File: src/rtl/sram_arb_pkg.sv
// Shared definitions for the SRAM port arbiters: response FIFO sizing and the
// round-robin scan used by both the read arbiter and the write-side scheduler.
package sram_arb_pkg;

    localparam int RSP_FIFO_DEPTH = 2;
    localparam int RR_MAX         = 8;
    localparam int RR_IDX_W       = 3;

    // First set bit of vec scanning upward from ptr+1, wrapping at n; returns ptr if none.
    function automatic logic [RR_IDX_W-1:0] rr_next(
        input logic [RR_IDX_W-1:0] ptr,
        input logic [RR_MAX-1:0]   vec,
        input int                  n
    );
        logic [RR_IDX_W-1:0] idx;
        logic                found;
        int                  k;
        idx   = ptr;
        found = 1'b0;
        for (int i = 1; i <= RR_MAX; i++) begin
            k = (int'(ptr) + i) % n;
            if (i <= n && !found && vec[k[RR_IDX_W-1:0]]) begin
                idx   = k[RR_IDX_W-1:0];
                found = 1'b1;
            end
        end
        return idx;
    endfunction

endpackage

File: src/rtl/sram_rd_arbiter_rr.sv
// Combinational round-robin grant; the priority pointer lives in the parent.
module rr_arbiter
    import sram_arb_pkg::*;
#(
    parameter int N = 4,
    parameter int W = $clog2(N)
) (
    input  logic [N-1:0] req,
    input  logic         en,
    input  logic [W-1:0] ptr,
    output logic [N-1:0] gnt,
    output logic [W-1:0] gnt_idx
);

    logic [RR_IDX_W-1:0] idx_full;

    always_comb begin
        idx_full = rr_next(RR_IDX_W'(ptr), RR_MAX'(req), N);
        gnt_idx  = idx_full[W-1:0];
        gnt      = '0;
        if (en && (|req)) begin
            gnt[gnt_idx] = 1'b1;
        end
    end

endmodule

File: src/rtl/sram_rd_arbiter.sv
// Round-robin sharing of a 1w1r SRAM read port; fixed 2-cycle latency with
// in-order tagged responses held in a 2-entry output FIFO.
module sram_rd_arbiter
    import sram_arb_pkg::*;
#(
    parameter int NREQ  = 4,
    parameter int DEPTH = 1024,
    parameter int WADDR = $clog2(DEPTH),
    parameter int WWORD = 96,
    parameter int WID   = $clog2(NREQ)
) (
    input  logic                  clk,
    input  logic                  rstn,
    input  logic [NREQ-1:0]       req_valid,
    input  logic [NREQ*WADDR-1:0] req_addr,
    output logic [NREQ-1:0]       req_ready,
    output logic                  rsp_valid,
    output logic [WID-1:0]        rsp_id,
    output logic [WWORD-1:0]      rsp_data,
    input  logic                  rsp_ready,
    output logic                  sram_cena,
    output logic [WADDR-1:0]      sram_aa,
    input  logic [WWORD-1:0]      sram_qa
);

    logic [WID-1:0]   ptr_q, ptr_d;
    logic             inflight_q, inflight_d;
    logic [WID-1:0]   id_s1_q, id_s1_d;
    logic [WADDR-1:0] aa_q, aa_d;
    logic [1:0]       cnt_q, cnt_d;
    logic [WID-1:0]   head_id_q, head_id_d, tail_id_q, tail_id_d;
    logic [WWORD-1:0] head_data_q, head_data_d, tail_data_q, tail_data_d;

    logic             deq;
    logic             enq;
    logic [2:0]       credit_used;
    logic             can_issue;
    logic [NREQ-1:0]  gnt;
    logic [WID-1:0]   gnt_idx;
    logic             any_gnt;

    assign deq         = rsp_valid & rsp_ready;
    assign enq         = inflight_q;
    assign credit_used = {1'b0, cnt_q} + {2'b00, inflight_q} - {2'b00, deq};
    // Grants are held off while reset is asserted so the port stays idle.
    assign can_issue   = rstn && (credit_used < 3'(RSP_FIFO_DEPTH));

    rr_arbiter #(.N(NREQ), .W(WID)) u_rr (
        .req     (req_valid),
        .en      (can_issue),
        .ptr     (ptr_q),
        .gnt     (gnt),
        .gnt_idx (gnt_idx)
    );

    assign any_gnt   = |gnt;
    assign req_ready = gnt;
    assign sram_cena = ~any_gnt;
    assign sram_aa   = aa_d;

    always_comb begin
        aa_d = aa_q;
        for (int i = 0; i < NREQ; i++) begin
            if (gnt[i]) begin
                aa_d = req_addr[i*WADDR +: WADDR];
            end
        end
        ptr_d      = any_gnt ? gnt_idx : ptr_q;
        id_s1_d    = any_gnt ? gnt_idx : id_s1_q;
        inflight_d = any_gnt;
    end

    // Head slot always drives the response outputs; the tail only fills at count 1.
    always_comb begin
        cnt_d       = cnt_q;
        head_id_d   = head_id_q;
        head_data_d = head_data_q;
        tail_id_d   = tail_id_q;
        tail_data_d = tail_data_q;
        case ({enq, deq})
            2'b11: begin
                head_id_d   = id_s1_q;
                head_data_d = sram_qa;
            end
            2'b01: begin
                head_id_d   = tail_id_q;
                head_data_d = tail_data_q;
                cnt_d       = cnt_q - 2'd1;
            end
            2'b10: begin
                if (cnt_q == 2'd0) begin
                    head_id_d   = id_s1_q;
                    head_data_d = sram_qa;
                end else begin
                    tail_id_d   = id_s1_q;
                    tail_data_d = sram_qa;
                end
                cnt_d = cnt_q + 2'd1;
            end
            default: ;
        endcase
    end

    always_ff @(posedge clk or negedge rstn) begin
        if (!rstn) begin
            ptr_q       <= WID'(NREQ - 1);
            inflight_q  <= 1'b0;
            id_s1_q     <= '0;
            aa_q        <= '0;
            cnt_q       <= 2'd0;
            head_id_q   <= '0;
            head_data_q <= '0;
            tail_id_q   <= '0;
            tail_data_q <= '0;
        end else begin
            ptr_q       <= ptr_d;
            inflight_q  <= inflight_d;
            id_s1_q     <= id_s1_d;
            aa_q        <= aa_d;
            cnt_q       <= cnt_d;
            head_id_q   <= head_id_d;
            head_data_q <= head_data_d;
            tail_id_q   <= tail_id_d;
            tail_data_q <= tail_data_d;
        end
    end

    assign rsp_valid = (cnt_q != 2'd0);
    assign rsp_id    = head_id_q;
    assign rsp_data  = head_data_q;

endmodule

File: config.mk
export PLATFORM = sky130hd
export DESIGN_NAME = sram_rd_arbiter
export DESIGN_NICKNAME = d
export VERILOG_FILES = /design/src/rtl/sram_arb_pkg.sv /design/src/rtl/sram_rd_arbiter_rr.sv /design/src/rtl/sram_rd_arbiter.sv
export SDC_FILE = /design/constraint.sdc
export NUM_CORES = 1
export LEC_CHECK = 0
export ABC_AREA = 1
export CAP_MARGIN = 25
export CORE_ASPECT_RATIO = 1.75
export CORE_UTILIZATION = 30
export CTS_CLUSTER_DIAMETER = 150
export CTS_CLUSTER_SIZE = 24
export DETAILED_ROUTE_END_ITERATION = 8
export PLACE_DENSITY = 0.5
export RECOVER_POWER = 25
export SKIP_LAST_GASP = 1
export SLEW_MARGIN = 0
export SYNTH_ARGS = -nofsm -noshare
export SYNTH_HDL_FRONTEND = slang
export SYNTH_SLANG_ARGS = --single-unit
File: constraint.sdc
create_clock -name clk -period 3.55 [get_ports clk]
set_input_delay 0.355 -clock clk [delete_from_list [all_inputs] [get_ports clk]]
set_output_delay 0.355 -clock clk [all_outputs]
set_load 0.05 [all_outputs]
Word level (Yosys, flattened, before mapping)
Cells that the tools add are included.
W data, S select, Z words.
- register bits: 213
- input port bits: 143
- word-level logic and storage cells: 83
- add/sub/neg operators: 8
- $lt $le $gt $ge: 7
- equal/unequal tests: 4
- muxes and demuxes: 27
- bitwise gates (word level): 7
- reduce and logical (&&, ||, !) cells: 21
- operators with widths (operator ; count):
    $pmux W96 S3 ; 1
    $mux W96 ; 1
    $mux W10 ; 4
    $lt A3 B4 Y1 const B ; 4
    $bmux W1 S3 ; 4
    $mux W2 ; 5
    $mux W1 ; 8
    $reduce_or A2 Y1 ; 4
    $reduce_or A4 Y1 ; 2
    $add A2 B1 Y2 const B ; 3
    $logic_and A1 B1 Y1 ; 6
    $pmux W2 S3 ; 1
    $add A2 B2 Y2 const B ; 2
    $and A1 B1 Y1 const A ; 4
    $eq A2 B2 Y1 const B ; 2
    $mux W4 ; 1
    $pmux W2 S2 ; 1
    $reduce_and A2 Y1 ; 2
    $reduce_bool A2 Y1 ; 2
    $add A2 B1 Y3 ; 1
    $logic_not A1 Y1 ; 3
    $lt A2 B3 Y1 const B ; 1
    $lt A3 B2 Y1 const B ; 1
    $reduce_bool A3 Y1 ; 1
    9 further kinds ; 10

Depth between registers and ports, before layout
- word-level depth: 24
- depth in mapped cells: 19
- gate-level depth less buffers: 19

Modules after synthesis
From an unflattened synthesis, not the netlist that was laid out.
- cells, all modules: 1260
- area total of the unflattened synthesis: 10100.9 um^2
- modules (own cells, without submodules) (module ; times used ; cells an instance ; area an instance (um^2)):
    sram_rd_arbiter ; 1 ; 1188 ; 9741.8
    rr_arbiter ; 1 ; 72 ; 359.1

Worst setup path after synthesis
Ideal clock, no wire load.
- kind: reg-to-output
- from: reg cnt_q[1]
- to: out sram_aa[0]
- data arrival time: 3698 ps
- path slack: -503 ps
- cell stages (with the launch flop): 19
- cells stage by stage: dfrtp_1 -> nor2_1 -> inv_1 -> nand2_1 -> inv_1 -> ha_1 -> or2_2 -> fa_1 -> nand2_1 -> inv_1 -> nand3_1 -> a31oi_4 -> nand3_4 -> nor2_4 -> buf_6 -> nand2_2 -> nand3_1 -> nand2_1 -> a21oi_2
- cells in the longest elaborated chain, start to end: 11
- ends and longest elaborated chain (item ; line ; RTL):
    start: declaration ; sram_rd_arbiter.sv:30 ; logic [1:0] cnt_q, cnt_d;
    start signal: assignment ; sram_rd_arbiter.sv:120 ; cnt_q <= cnt_d;
    $reduce_bool A2 Y1 ; sram_rd_arbiter.sv:128 ; assign rsp_valid = (cnt_q != 2'd0);
    net rsp_valid ; sram_rd_arbiter.sv:17 ; output logic rsp_valid,
    $and A1 B1 Y1 ; sram_rd_arbiter.sv:42 ; assign deq = rsp_valid & rsp_ready;
    $sub A3 B1 Y3 ; sram_rd_arbiter.sv:44 ; assign credit_used = {1'b0, cnt_q} + {2'b00, inflight_q} - {2'b00, deq};
    $lt A3 B2 Y1 ; sram_rd_arbiter.sv:46 ; assign can_issue = rstn && (credit_used < 3'(RSP_FIFO_DEPTH));
    $logic_and A1 B1 Y1 ; sram_rd_arbiter.sv:46 ;
    $logic_and A1 B1 Y1 ; sram_rd_arbiter_rr.sv:21 ; if (en && (|req)) begin
    $mux W4 ; sram_rd_arbiter_rr.sv:21 ;
    net req_ready[0] ; sram_rd_arbiter.sv:16 ; output logic [NREQ-1:0] req_ready,
    $mux W10 (4 in a row) ; sram_rd_arbiter.sv:64 ; if (gnt[i]) begin
    end: declaration ; sram_rd_arbiter.sv:22 ; output logic [WADDR-1:0] sram_aa,
The timed path passes the listed nets, and every way through them passes these cells.

Final worst setup path
- from: reg cnt_q[0]
- to: out sram_aa[1]
- cells in the longest elaborated chain, start to end: 11
- ends and longest elaborated chain (item ; line):
    branches (longest 2 deep; another with $add A2 B1 Y3) ; n/a
    $sub A3 B1 Y3 (*) ; sram_rd_arbiter.sv:44
    $lt A3 B2 Y1 (*) ; sram_rd_arbiter.sv:46
    $logic_and A1 B1 Y1 (*) ; sram_rd_arbiter.sv:46
    $logic_and A1 B1 Y1 (*) ; sram_rd_arbiter_rr.sv:21
    $mux W4 (*) ; sram_rd_arbiter_rr.sv:21
    $mux W10 (3 in a row) ; sram_rd_arbiter.sv:64
    $mux W10 (*) ; sram_rd_arbiter.sv:64
Mark *: on every way between the ends.

==> impl_metrics.yaml <==
run_status:
  outcome: "complete, but fails checks"
  failed_checks: "negative setup slack"
setup_path:
  worstSetupStartpoint: "cnt_q[0]$_DFFE_PN0N_"
  regToRegStartpoint: "cnt_q[0]$_DFFE_PN0N_"
  worstPathMaxFanout: 4
  worstRegToRegCells: 22
  path_class: "reg -> out"
  crit_path_end: "sram_aa[1]"
  worstPathRequired_ns: 3.19
  end_kind: "output port"
  r2r-end: "aa_q[4]$_DFF_PN0_"
  reg2reg_slack_ns: 0.32
  cp-start-kind: "flip-flop"
  arrival_ns: 3.52
sta:
  grt_setup_unrepaired: "true"
  skew_ns: 0.01840
  hold_viol_final: 0
  drv_slew: 0
  setup_ws_ns: -0.3260
  layout_min_cycle_time_ns: 3.876
  slew_headroom_pct: 42.08
  fmax_mhz: 258.0
  worst_pin_slew_ns: 0.8688
  setup_viol_count_final: 12
  fin_crit_sh_pct: 109.2
synth:
  synth_seq_area_share_pct: 55.41
  synth_warnings: 0
  yosys.area_share.simple_pct: 18.34
  synth_cells: 1167
  synth.distinct_cells: 31
  syn_area_um2: 9624
  synth_compound_area_share_pct: 17.33
  synth_xor_area_share_pct: 0.1820
  ys_seq_elements: 213
  syn_area_per_cell_um2: 8.247
  synth_fa_ha_area_share_pct: 0.4680
  muxShareOfSynthArea_pct: 0
  synth_top_family_by_area: "simple AND/OR/NAND/NOR gates"
  syn_nets: 1313
floorplanning:
  rows: 86
  die_area_um2: 32830
  die_y_um: 238.9
  pin_count: 257
  start_util_pct: 30.53
  core_area_um2: 31530
  die_width_um: 137.4
final_layout:
  final_area_um2: 13570
  layout.cells.most_common: "clkdlybuf4s50_1"
  drive_gt1_share_pct: 11.26
  fillers: 3175
  final_cell_mix: "clkdlybuf4s50_1 (240), dfrtp_1 (211), a21oi_1 (209)"
  syn2layout_area_growth_pct: 40.99
  nNetsFinal: 1555
routing:
  num_vias: 8274
  vias_per_cell: 4.574
  route.detailed.drc: 0
  wl_per_cell_um: 14.96
  first_pass_iters: 4
  wirelength_um: 27060
  antenna_left: 0
  drt_iter0_drc: 336
clock_tree:
  cts_root_buffer: "clkbuf_16"
  clock_path_buffers: 3
  cts_tree: "yes"
  cts_made_buffers: 12
  path_clk_slew_ns: 0.10
  clock-sinks: 213
  clk_latency_ns: 0.48
  ctsHtreeMaxLevel: 1
global_routing:
  grt_pass1_vias: 8224
  grt_pass1_wl_um: 43080
  grt_antenna_before_repair: 1
  grt_max_degree: 197
  grt_overflow: 0
  grt_use_total_pct: 16.81
power:
  cellPowerDensity_nw_per_um2: 1081
  swShare_pct: 48.12
  p_sw_mw: 7.057
  pwr-share-seq_pct: 29.2
  power.leakage_nw: 6.247
  comb_power_share_pct: 60.7
  ir_drop_mv: 1.002
  intPower_mw: 7.607
  p_clk_share_pct: 10.1
run:
  cap_violations: 0
placed_design:
  post_dp_cell_area_um2: 12930
  pre_cts_ws_ns: -0.1206
  dpl.hpwl_um: 18640
  gp_congestion: 0.7994
  numPortBuffers: 256
min_path:
  holdCritPathClass: "in -> async"
-- cell usage after synthesis --
library cell  instances  area share [%]
a21oi_1             209              11
a21oi_2               4            0.36
a31oi_4               1            0.22
buf_1                 5            0.20
buf_2                 5            0.26
buf_4                 1           0.078
buf_6                 4            0.47
clkbuf_1             54             2.1
dfrtp_1             211              55
dfstp_2               2            0.55
fa_1                  1            0.21
ha_1                  2            0.26
inv_1               123             4.8
inv_2                 6            0.23
inv_4                 2            0.13
nand2_1             164             6.4
nand2_2              10            0.65
nand2_4               6            0.70
nand3_1              13            0.68
nand3_2               4            0.42
nand3_4               2            0.36
nand4_1               1           0.065
nor2_1              214             8.3
nor2_2                2            0.13
nor2_4                4            0.47
o21ai_0             111             5.8
o21ai_1               2            0.10
or2_1                 1           0.065
or2_2                 1           0.065
xnor2_1               1           0.091
xor2_1                1           0.091
-- through the flow --
| step | hold slack [ns] | cells | utilization (%) | TNS [ns] | total power, mW |
|---|---|---|---|---|---|
| after global placement | 0.2393 | 1774 | 41.01 | -0.9268 | 12.94 |
| after global routing | 0.4288 | 1809 | 43.04 | -6.108 | 15.67 |
| after CTS | 0.4120 | 1805 | 42.98 | -4.227 | 14.84 |
| final | 0.4186 | 1809 | 43.04 | -3.354 | 14.66 |
| after floorplan | 0.05941 | 1167 | - | -0.6634 | 9.853 |
| after detailed placement | 0.2394 | 1774 | 41.01 | -1.117 | 13.03 |
-- power groups by stage --
stage          sequential (mW)  combinational, mW  clock, mW
6_report                  4.28               8.91       1.48
2_1_floorplan             6.19               3.66          0
4_1_cts                   4.29               8.98       1.57
3_3_place_gp              4.31               8.63          0
5_1_grt                   4.42               9.60       1.64
3_5_place_dp              4.35               8.68          0
-- how the worst min path moves through the flow --
stage	end	depth (start not counted)	slack [ns]
2_1_floorplan	aa_q[0]$_DFF_PN0_	0	0.06
3_3_place_gp	cnt_q[0]$_DFFE_PN0N_	1	0.24
3_5_place_dp	cnt_q[0]$_DFFE_PN0N_	1	0.24
4_1_cts	tail_data_q[1]$_DFFE_PN0P_	3	0.41
5_1_grt	tail_data_q[4]$_DFFE_PN0P_	3	0.43
6_report	cnt_q[1]$_DFFE_PN0N_	3	0.42
-- timing repair --
item | 4_1_cts | 5_1_grt
setup buffers | 9 | 5
gates cloned | 3 | 0
gates resized for setup | 34 | 16
endpoints found under the setup margin | 14 | 15
hold buffers | 2 | 0
pin swaps | 9 | 17
hold endpoints to repair | 31 | 0
-- kinds of logic (layout without fill, tap and decap cells) --
logic type | count (synthesis) | count (layout)
adder cells (fa/ha/maj) | 3 | 3
flip-flops | 213 | 213
buffers and inverters | 200 | 445
other | 0 | 1
AO/OA/AOI/OAI | 327 | 327
XOR/XNOR | 2 | 2
AND/OR/NAND/NOR | 422 | 422
-- worst max-delay path: stages (launching register included) --
cell and delay, ns:
dfrtp_1 0.40, nor2_2 0.11, inv_2 0.05, nand2_2 0.07, inv_2 0.04, ha_4 0.20
or2_4 0.23, fa_1 0.51, nand2_1 0.06, inv_2 0.05, nand3_2 0.08, a31oi_4 0.19
buf_6 0.13, buf_6 0.09, nand2_4 0.05, buf_6 0.13, nor2_4 0.19, inv_2 0.12
nor2_2 0.15, a21oi_4 0.06, buf_12 0.15
-- sequential cells by signal, indices dropped and copies added, names as in the netlist --
signal	flops
rsp_data	96
tail_data_q	96
aa_q	10
cnt_q	2
id_s1_q	2
ptr_q	2
rsp_id	2
tail_id_q	2
enq	1
-- layer usage --
metal | share of wire, % | vias up | global-route usage [%]
met5 | 0 | - | 0
met4 | 2.5 | 0 | 6.127
met3 | 4.0 | 36 | 2.269
met2 | 55 | 188 | 31.80
met1 | 38 | 3849 | 18.56
li1 | - | 4201 | -
-- final cells by class --
class	count	area [um^2]	area share, %
flip-flops and latches	213	5333	39.30
multi-input cells	754	3715	27.38
repair buffers	297	3174	23.39
inverters	131	508.0	3.744
well taps	396	495.5	3.651
clock buffers	16	336.6	2.480
clock inverters	1	5.005	0.03688
diodes	1	2.502	0.01844
Power figures use the tool's default switching activity.
